File: src/rtl/idp_enc_arbiter_if.sv
// Bundles the requester, encoder and output-side signals of idp_enc_arbiter.
// Ports (by group):
//   requesters : req_valid, req_data (operand i at [i*DW +: DW]), req_ready
//   encoder    : enc_datain (to encoder), enc_codeout (from encoder)
//   output     : out_valid, out_code, out_id, out_ready
//   errors     : err_valid, err_id
// slave  = the arbiter itself; master = everything around it.
interface idp_enc_arbiter_if #(
  parameter int unsigned NREQ = 4,
  parameter int unsigned DW   = 5,
  parameter int unsigned CW   = 7
);
  localparam int unsigned IDW = $clog2(NREQ);

  logic [NREQ-1:0]    req_valid;
  logic [NREQ*DW-1:0] req_data;
  logic [NREQ-1:0]    req_ready;
  logic [DW-1:0]      enc_datain;
  logic [CW-1:0]      enc_codeout;
  logic               out_valid;
  logic [CW-1:0]      out_code;
  logic [IDW-1:0]     out_id;
  logic               out_ready;
  logic               err_valid;
  logic [IDW-1:0]     err_id;

  modport slave (
    input  req_valid, req_data, enc_codeout, out_ready,
    output req_ready, enc_datain, out_valid, out_code, out_id, err_valid, err_id
  );

  modport master (
    output req_valid, req_data, enc_codeout, out_ready,
    input  req_ready, enc_datain, out_valid, out_code, out_id, err_valid, err_id
  );
endinterface

File: src/rtl/idp_enc_arbiter.sv
// Shares one registered FNS crosstalk-avoidance encoder between NREQ requesters.
// Round-robin arbitration, codebook range check, two-stage id pipe aligned with
// the encoder's register, and a first-word fall-through output FIFO guarded by
// a credit so backpressure never drops a codeword.
// Ports:
//   clock : system clock, all state on posedge
//   reset : asynchronous, active-high; clears pipe, FIFO and pointer
//   bus   : idp_enc_arbiter_if.slave (requesters, encoder, output, error pulse)
module idp_enc_arbiter #(
  parameter int unsigned NREQ       = 4,
  parameter int unsigned DW         = 5,
  parameter int unsigned CW         = 7,
  parameter int unsigned CB_SIZE    = 26,
  parameter int unsigned FIFO_DEPTH = 4
) (
  input  logic              clock,
  input  logic              reset,
  idp_enc_arbiter_if.slave  bus
);

  localparam int unsigned IDW  = $clog2(NREQ);
  localparam int unsigned PW   = $clog2(FIFO_DEPTH);
  localparam int unsigned CNTW = PW + 2;
  localparam logic [DW:0]   CB_LIMIT  = (DW+1)'(CB_SIZE);
  localparam logic [IDW-1:0] LAST_ID  = IDW'(NREQ - 1);
  localparam logic [PW:0]   FULL_CNT  = (PW+1)'(FIFO_DEPTH);
  localparam logic [CNTW-1:0] DEPTH_W = CNTW'(FIFO_DEPTH);

  typedef struct packed {
    logic [CW-1:0]  code;
    logic [IDW-1:0] id;
  } entry_t;

  // Arbitration / issue state
  logic [IDW-1:0]  rr_ptr;
  logic [DW-1:0]   enc_q;
  logic            s0_valid;
  logic [IDW-1:0]  s0_id;
  logic            s1_valid;
  logic [IDW-1:0]  s1_id;
  logic            err_valid_q;
  logic [IDW-1:0]  err_id_q;

  // FIFO state
  entry_t          mem [FIFO_DEPTH];
  logic [PW-1:0]   wr_ptr;
  logic [PW-1:0]   rd_ptr;
  logic [PW:0]     fifo_count;

  // Combinational decode
  logic [NREQ-1:0] grant_c;
  logic [NREQ-1:0] ready_c;
  logic [IDW-1:0]  win_c;
  logic            found_c;
  logic [DW-1:0]   operand_c;
  logic [1:0]      pipe_count_c;
  logic            credit_c;
  logic            xfer_c;
  logic            legal_c;
  logic            push_c;
  logic            pop_c;
  entry_t          head_c;

  // Credit covers both FIFO entries and codewords still in the pipe, so every
  // granted operand already owns a FIFO slot.
  assign pipe_count_c = {1'b0, s0_valid} + {1'b0, s1_valid};
  assign credit_c     = (CNTW'(fifo_count) + CNTW'(pipe_count_c)) < DEPTH_W;

  // Round-robin scan starting at rr_ptr, wrapping past NREQ-1.
  always_comb begin
    int unsigned pos;
    grant_c = '0;
    win_c   = '0;
    found_c = 1'b0;
    pos     = 0;
    for (int unsigned k = 0; k < NREQ; k++) begin
      pos = 32'(rr_ptr) + k;
      if (pos >= NREQ) pos = pos - NREQ;
      if (!found_c && bus.req_valid[IDW'(pos)]) begin
        found_c                = 1'b1;
        win_c                  = IDW'(pos);
        grant_c[IDW'(pos)]     = 1'b1;
      end
    end
  end

  // Ready is held low during reset even though the scan itself is combinational.
  assign ready_c       = (reset || !credit_c) ? '0 : grant_c;
  assign bus.req_ready = ready_c;
  assign xfer_c        = |(bus.req_valid & ready_c);

  // Operand of the granted requester.
  always_comb begin
    operand_c = '0;
    for (int unsigned i = 0; i < NREQ; i++) begin
      if (grant_c[i]) operand_c = bus.req_data[i*DW +: DW];
    end
  end

  assign legal_c = {1'b0, operand_c} < CB_LIMIT;

  // Issue: drive encoder, track id alongside the encoder's own register stage.
  always_ff @(posedge clock or posedge reset) begin
    if (reset) begin
      rr_ptr      <= '0;
      enc_q       <= '0;
      s0_valid    <= 1'b0;
      s0_id       <= '0;
      s1_valid    <= 1'b0;
      s1_id       <= '0;
      err_valid_q <= 1'b0;
      err_id_q    <= '0;
    end else begin
      if (xfer_c) rr_ptr <= (win_c == LAST_ID) ? '0 : win_c + IDW'(1);
      // Idle and rejected cycles park the encoder on operand 0, a legal quiet codeword.
      enc_q       <= (xfer_c && legal_c) ? operand_c : '0;
      s0_valid    <= xfer_c && legal_c;
      s0_id       <= win_c;
      s1_valid    <= s0_valid;
      s1_id       <= s0_id;
      err_valid_q <= xfer_c && !legal_c;
      if (xfer_c && !legal_c) err_id_q <= win_c;
    end
  end

  assign bus.enc_datain = enc_q;
  assign bus.err_valid  = err_valid_q;
  assign bus.err_id     = err_id_q;

  // Stage1 lines up with the encoder output register, so its codeout is captured here.
  assign push_c = s1_valid;
  assign pop_c  = (fifo_count != '0) && bus.out_ready;

  // Output FIFO, first-word fall-through.
  always_ff @(posedge clock or posedge reset) begin
    if (reset) begin
      wr_ptr     <= '0;
      rd_ptr     <= '0;
      fifo_count <= '0;
      for (int unsigned i = 0; i < FIFO_DEPTH; i++) mem[i] <= '0;
    end else begin
      if (push_c) begin
        mem[wr_ptr] <= '{code: bus.enc_codeout, id: s1_id};
        wr_ptr      <= wr_ptr + PW'(1);
      end
      if (pop_c) rd_ptr <= rd_ptr + PW'(1);
      case ({push_c, pop_c})
        2'b10:   fifo_count <= fifo_count + (PW+1)'(1);
        2'b01:   fifo_count <= fifo_count - (PW+1)'(1);
        default: fifo_count <= fifo_count;
      endcase
    end
  end

  assign head_c       = mem[rd_ptr];
  assign bus.out_valid = (fifo_count != '0);
  assign bus.out_code  = head_c.code;
  assign bus.out_id    = head_c.id;

  // Credit should make a push into a full FIFO without a pop unreachable.
  a_no_overflow: assert property (@(posedge clock) disable iff (reset)
    !(push_c && !pop_c && fifo_count == FULL_CNT));

endmodule

File: src/flat_wrapper.sv
// flat-port wrapper written by rule: the top's interface ports become plain ports
module idp_enc_arbiter_flat 
#(
  parameter int unsigned NREQ       = 4,
  parameter int unsigned DW         = 5,
  parameter int unsigned CW         = 7,
  parameter int unsigned CB_SIZE    = 26,
  parameter int unsigned FIFO_DEPTH = 4
)
  (clock, reset, bus_req_valid, bus_req_data, bus_enc_codeout, bus_out_ready, bus_req_ready, bus_enc_datain, bus_out_valid, bus_out_code, bus_out_id, bus_err_valid, bus_err_id);
  idp_enc_arbiter_if #(.NREQ(NREQ), .DW(DW), .CW(CW)) bus_i ();
  input  logic clock;
  input  logic reset;
  input wire logic [$bits(bus_i.req_valid)-1:0] bus_req_valid;
  input wire logic [$bits(bus_i.req_data)-1:0] bus_req_data;
  input wire logic [$bits(bus_i.enc_codeout)-1:0] bus_enc_codeout;
  input wire logic [$bits(bus_i.out_ready)-1:0] bus_out_ready;
  output wire logic [$bits(bus_i.req_ready)-1:0] bus_req_ready;
  output wire logic [$bits(bus_i.enc_datain)-1:0] bus_enc_datain;
  output wire logic [$bits(bus_i.out_valid)-1:0] bus_out_valid;
  output wire logic [$bits(bus_i.out_code)-1:0] bus_out_code;
  output wire logic [$bits(bus_i.out_id)-1:0] bus_out_id;
  output wire logic [$bits(bus_i.err_valid)-1:0] bus_err_valid;
  output wire logic [$bits(bus_i.err_id)-1:0] bus_err_id;
  assign bus_i.req_valid = bus_req_valid;
  assign bus_i.req_data = bus_req_data;
  assign bus_i.enc_codeout = bus_enc_codeout;
  assign bus_i.out_ready = bus_out_ready;
  assign bus_req_ready = bus_i.req_ready;
  assign bus_enc_datain = bus_i.enc_datain;
  assign bus_out_valid = bus_i.out_valid;
  assign bus_out_code = bus_i.out_code;
  assign bus_out_id = bus_i.out_id;
  assign bus_err_valid = bus_i.err_valid;
  assign bus_err_id = bus_i.err_id;
  idp_enc_arbiter #(.NREQ(NREQ), .DW(DW), .CW(CW), .CB_SIZE(CB_SIZE), .FIFO_DEPTH(FIFO_DEPTH)) u_core (.clock(clock), .reset(reset), .bus(bus_i));
endmodule
File: config.mk
export PLATFORM = sky130hd
export DESIGN_NAME = idp_enc_arbiter_flat
export DESIGN_NICKNAME = d
export VERILOG_FILES = /design/src/rtl/idp_enc_arbiter_if.sv /design/src/rtl/idp_enc_arbiter.sv /design/src/flat_wrapper.sv
export SDC_FILE = /design/constraint.sdc
export NUM_CORES = 1
export LEC_CHECK = 0
export ABC_AREA = 1
export CELL_PAD_IN_SITES_DETAIL_PLACEMENT = 1
export CELL_PAD_IN_SITES_GLOBAL_PLACEMENT = 2
export CORE_MARGIN = 2
export CORE_UTILIZATION = 28
export CTS_CLUSTER_SIZE = 12
export DETAILED_ROUTE_END_ITERATION = 16
export PLACE_DENSITY_LB_ADDON = 0.05
export SLEW_MARGIN = 10
export SYNTH_ARGS = -nofsm -noshare
export SYNTH_HDL_FRONTEND = slang
export SYNTH_SLANG_ARGS = --single-unit
File: constraint.sdc
create_clock -name clock -period 2.5 [get_ports clock]
set_input_delay 0.75 -clock clock [delete_from_list [all_inputs] [get_ports clock]]
set_output_delay 0.75 -clock clock [all_outputs]
set_load 0.005 [all_outputs]
[After elaboration in Yosys (flattened, before gate mapping)]
Cells that the tools add are included.
Word-level totals
  flip-flop bits (word level): 59
  input bits: 34
  word-level logic and storage cells: 124
Operators by class
  $add $sub $neg: 14
  magnitude comparators: 17
  equality and inequality tests: 3
  mux-type cells: 45
  bitwise logic cells: 6
  reduce and logical (&&, ||, !) cells: 20
Operators by type and width (count)
  $bwmux W36: 1
  $mux W9: 3
  $mux W5: 5
  $mux W4: 5
  $bmux W9 S2: 1
  $demux W9 S2: 1
  $mux W2: 9
  $ge A3 B3 Y1 const B: 5
  $lt A2 B3 Y1 const B: 4
  $or A4 B4 Y4: 3
  $logic_and A1 B1 Y1: 11
  $mux W1: 11
  $bmux W1 S2: 4
  $demux W1 S2: 4
  $ge A2 B1 Y1 const B: 4
  $sub A2 B1 Y2 const B: 4
  $add A2 B1 Y2 const B: 3
  $add A2 B2 Y3 const B: 2
  $not A2 Y3: 2
  $pmux W3 S2: 1
  $logic_not A1 Y1: 5
  $lt A5 B5 Y1 const B: 1
  $add A3 B2 Y4: 1
  $and A4 B4 Y4: 1
  other kinds (13): 14

[Depth between registers and ports, before layout]
  depth in word-level cells: 21
  depth in mapped cells: 19
  mapped depth without buffers: 19

[Least setup slack after synthesis]
OpenSTA, ideal clock, no wires.
  kind: register to output
  from: reg u_core.rr_ptr[1]
  to: out bus_req_ready[2]
  arrival: 1.823 ns
  path slack: -0.073 ns
  cell stages (with the launch flop): 13
  path buffers: 1
  cell sequence: dfrtp_1 inv_1 ha_1 inv_1 nand3_1 nand2_1 nand2_2 nor2_2 nand2_2 nand3_2 buf_6 nand2_2 inv_1
Between the ends
  word-level cells in the longest chain between the ends: 15
RTL lines
  start: declaration: line idp_enc_arbiter.sv:35  | logic [IDW-1:0] rr_ptr;
  start signal: assignment: line idp_enc_arbiter.sv:114  | if (xfer_c) rr_ptr <= (win_c == LAST_ID) ? '0 : win_c + IDW'(1);
  parallel branches: the longest is 13 deep, another holds $add A2 B1 Y3
  $mux W4 (*): line idp_enc_arbiter.sv:79  | if (!found_c && bus.req_valid[IDW'(pos)]) begin
  $mux W4 (*): line idp_enc_arbiter.sv:88  | assign ready_c = (reset || !credit_c) ? '0 : grant_c;
  end: declaration: line flat_wrapper.sv:18  | output wire logic [$bits(bus_i.req_ready)-1:0] bus_req_ready;
Mark *: on every way between the ends. The select of a mux whose other input is x is not followed.

==> results by group <==
Setup path
  • Max incr delay on CP: 0.43 ns
  • CP bufs+invs: 5
  • Most frequent cell on the critical path: nand2_4
  • Critical Path AT: 2.04 ns
  • Slowest cell on crit path: dfrtp_2
  • CP Class: reg2out
  • Crit-path cells: buf_12, buf_2, buf_4, ha_1, nand2_1, nand2_2, a21oi_4, nand2_4, nand2_4, inv_2, buf_6
  • CP delay by family, top: buffers and inverters
  • Reg2reg path depth: 20
  • CP required: 1.75 ns
  • Reg2reg setup slack: -0.08 ns
  • Startpoint types: flip-flop
  • Levels on crit path: 11
  • Critical path fanouts, max: 6
  • FF-to-FF End: u_core.bus.enc_datain[4]
  • CP endpoint kind: output port
  • End point of the critical path: bus_req_ready[3]

Layout
  • Share of cells above drive strength 1: 0.329
  • Finished layout cell area: 5060 um2
  • Area growth syn-to-layout: 55.3%
  • Final nets: 575
  • N_diodes: 0

Placed design
  • Dpl ws: -0.976 ns
  • Placed inst area: 4270 um2
  • Count of input and output buffers: 55
  • RD Place Congestion: 0.790
  • Detail Placement HPWL: 6680 um

Pwr
  • P_sw: 3080 uW
  • Clock Power Share: 0.165
  • Logic pwr share: 0.623
  • Flop pwr share: 0.212
  • Tot Pwr: 7720 uW
  • Leak pwr: 0.00253 uW
  • Sw frac: 0.399
  • Peak supply drop: 627 uV
  • Power per cell area: 1530 nW/um2
  • Internal Pwr Total: 4640 uW

Floorplanning
  • Placeable Area: 11,400 um2
  • Die Height: 112 um
  • Initial core utilization: 0.287
  • Die ar.: 12,500 um2
  • Die width: 112 um
  • Ports: 56
  • FP Rows: 39

STA
  • Fin crit share: 1.12
  • Final setup margin: -0.288 ns
  • Post-layout min period: 2.79 ns
  • Final Max Slew Viols: 0
  • RSZ-0062 raised after global routing: yes
  • Worst Tran Pin Value: 0.682 ns
  • Final Hold Viols: 0
  • Clock skew after layout: 0.00855 ns
  • Hold WS: 0.352 ns
  • Slew headroom: 0.545
  • Final setup violation count: 12
  • FMAX: 359 MHz
  • Setup TNS: -1.30 ns

Synth
  • Yosys warnings: 0
  • Commonest cells in the netlist: 94 x nand2_1, 60 x o21ai_0, 59 x dfrtp_1
  • Synth Instances: 395
  • Synth async-reset ratio: 1.00
  • Post-synthesis sequential area ratio: 0.453
  • Synthesized area per cell: 8.25 um2
  • Post-synth cell types: 35
  • Leading area contributor after synthesis: dfrtp_1
  • Syn Nets: 443
  • Flip-flop and latch count after synthesis: 59
  • EDFF count, synth: 0
  • Share of the synthesized area in the top cell type: 0.453
  • Ys flop type: dfrtp_1
  • Top-count cell post-synth: nand2_1
  • Largest cells by area after synthesis: dfrtp_1 45%, nand2_1 11%, o21ai_0 9.2%, ha_1 5.0%, inv_1 4.7%
  • Post-Syn Area: 3260 um2

CTS
  • TritonCTS buffer count: 9
  • Hold_buf cts: 0
  • CTS Buffer Depth: 2
  • CTS tree: built
  • CTS sink cnt: 59
  • Latest clock arrival within the worst-skew pair: 0.33 ns
  • CTS root buf: clkbuf_16
  • H-tree depth: 3
  • Worst-path clk slew: 0.05 ns

Detailed routing
  • Number of DRC markers in iteration 0: 82
  • TritonRoute pass-1 iters: 4
  • Post-DRT Antenna Nets: 0
  • DR DRC count: 0
  • Via density: 4.55
  • Wirelength per Cell: 14.4 um
  • WL final: 9710 um
  • Via count: 3,074

Run status
  • Status: finished with violations
  • Violated checks: negative setup slack

Global routing
  • Vias in the first global route: 3,334
  • GRT Residual Overflow: 0
  • Pin count of the biggest net entering global routing: 32
  • Gr usage total: 0.164
  • First-pass GRT wire length: 16,400 um
  • Initial antenna violation count: 0

Hold path
  • Hold Path Class: reg2reg

Flow run
  • Max-Cap Viols: 0
[area by class of cell]
class,count,area (um2)
well taps,143,179
flip-flops and latches,59,1480
clock buffers,11,233
inverters,47,189
repair buffers,132,1190
multi-input cells,278,1710
fillers,1347,6310
clock inverters,5,77.6
[metal layers]
metal / GRT usage / up-vias / part of all wire
li1: - / 1541 / -
met2: 0.297 / 42 / 0.54
met4: 0.0593 / 0 / 0.015
met1: 0.192 / 1476 / 0.42
met3: 0.0310 / 15 / 0.024
met5: 0 / - / 0
[registers in the layout (all words and copies together) (netlist names), 2 cells and up, named ones only]
register / cells
u_core.mem: 36
u_core.bus.enc_datain: 5
u_core.fifo_count: 3
u_core.bus.err_id: 2
u_core.rd_ptr: 2
u_core.s0_id: 2
u_core.s1_id: 2
u_core.wr_ptr: 2
[power groups by stage]
stage / Clock, uW / Combinational, uW / Sequential, uW
2_1_floorplan: 0 / 2250 / 1600
3_3_place_gp: 0 / 3840 / 1640
3_5_place_dp: 0 / 3880 / 1650
4_1_cts: 1320 / 4470 / 1640
5_1_grt: 1370 / 5350 / 1700
6_report: 1280 / 4810 / 1630
[repair_timing]
action / CTS / global route
pin swaps: 28 / 28
hold endpoints to repair: 0 / 0
buffers inserted: 25 / 13
resized for setup: 74 / 35
setup endpoints to repair: 22 / 18
[per-stage QoR]
stage | cells | utilization
3_5_place_dp | 625 | 0.375
6_report | 675 | 0.445
2_1_floorplan | 395 | -
4_1_cts | 666 | 0.427
5_1_grt | 675 | 0.445
3_3_place_gp | 625 | 0.375
[layout by cell type, fill, tap and decap left out, drive strengths merged, types with 3 or more instances in the layout]
master / Yosys / layout
a21boi: 3 / 3
nor2: 31 / 31
clkinv: 2 / 4
clkdlybuf4s50: 0 / 38
buf: 2 / 85
dlymetal6s2s: 0 / 4
nand4: 5 / 5
nand3: 16 / 16
o21ai: 62 / 62
dfrtp: 59 / 59
dlygate4sd2: 0 / 5
o22ai: 10 / 10
xor2: 3 / 3
ha: 13 / 13
a21oi: 16 / 16
nand2: 110 / 110
clkbuf: 9 / 11
inv: 45 / 45
[cells by family (layout without fill, tap and decap cells)]
| kind of cell | count (synthesis) | in the layout | share of synthesized area |
|---|---|---|---|
| AOI/OAI and AO/OA | 94 | 94 | 0.160 |
| and+or+nand+nor | 165 | 165 | 0.245 |
| xor gates and xnor gates | 5 | 5 | 0.0134 |
| adders and majority gates | 14 | 14 | 0.0561 |
| DFF | 59 | 59 | 0.453 |
| buffers and inverters | 58 | 195 | 0.0718 |
[worst min path at each step]
stage	slack, ns	end	cells after the start	startpoint
2_1_floorplan	0.33	u_core.s1_id[0]	0	u_core.s0_id[0]
3_3_place_gp	0.33	u_core.s1_id[0]	0	u_core.s0_id[0]
3_5_place_dp	0.34	u_core.s1_id[0]	0	u_core.s0_id[0]
4_1_cts	0.35	u_core.s1_id[0]	0	u_core.s0_id[0]
5_1_grt	0.36	u_core.s1_id[0]	0	u_core.s0_id[0]
6_report	0.35	u_core.s1_id[0]	0	u_core.s0_id[0]
(Power assumes the default switching activity.)
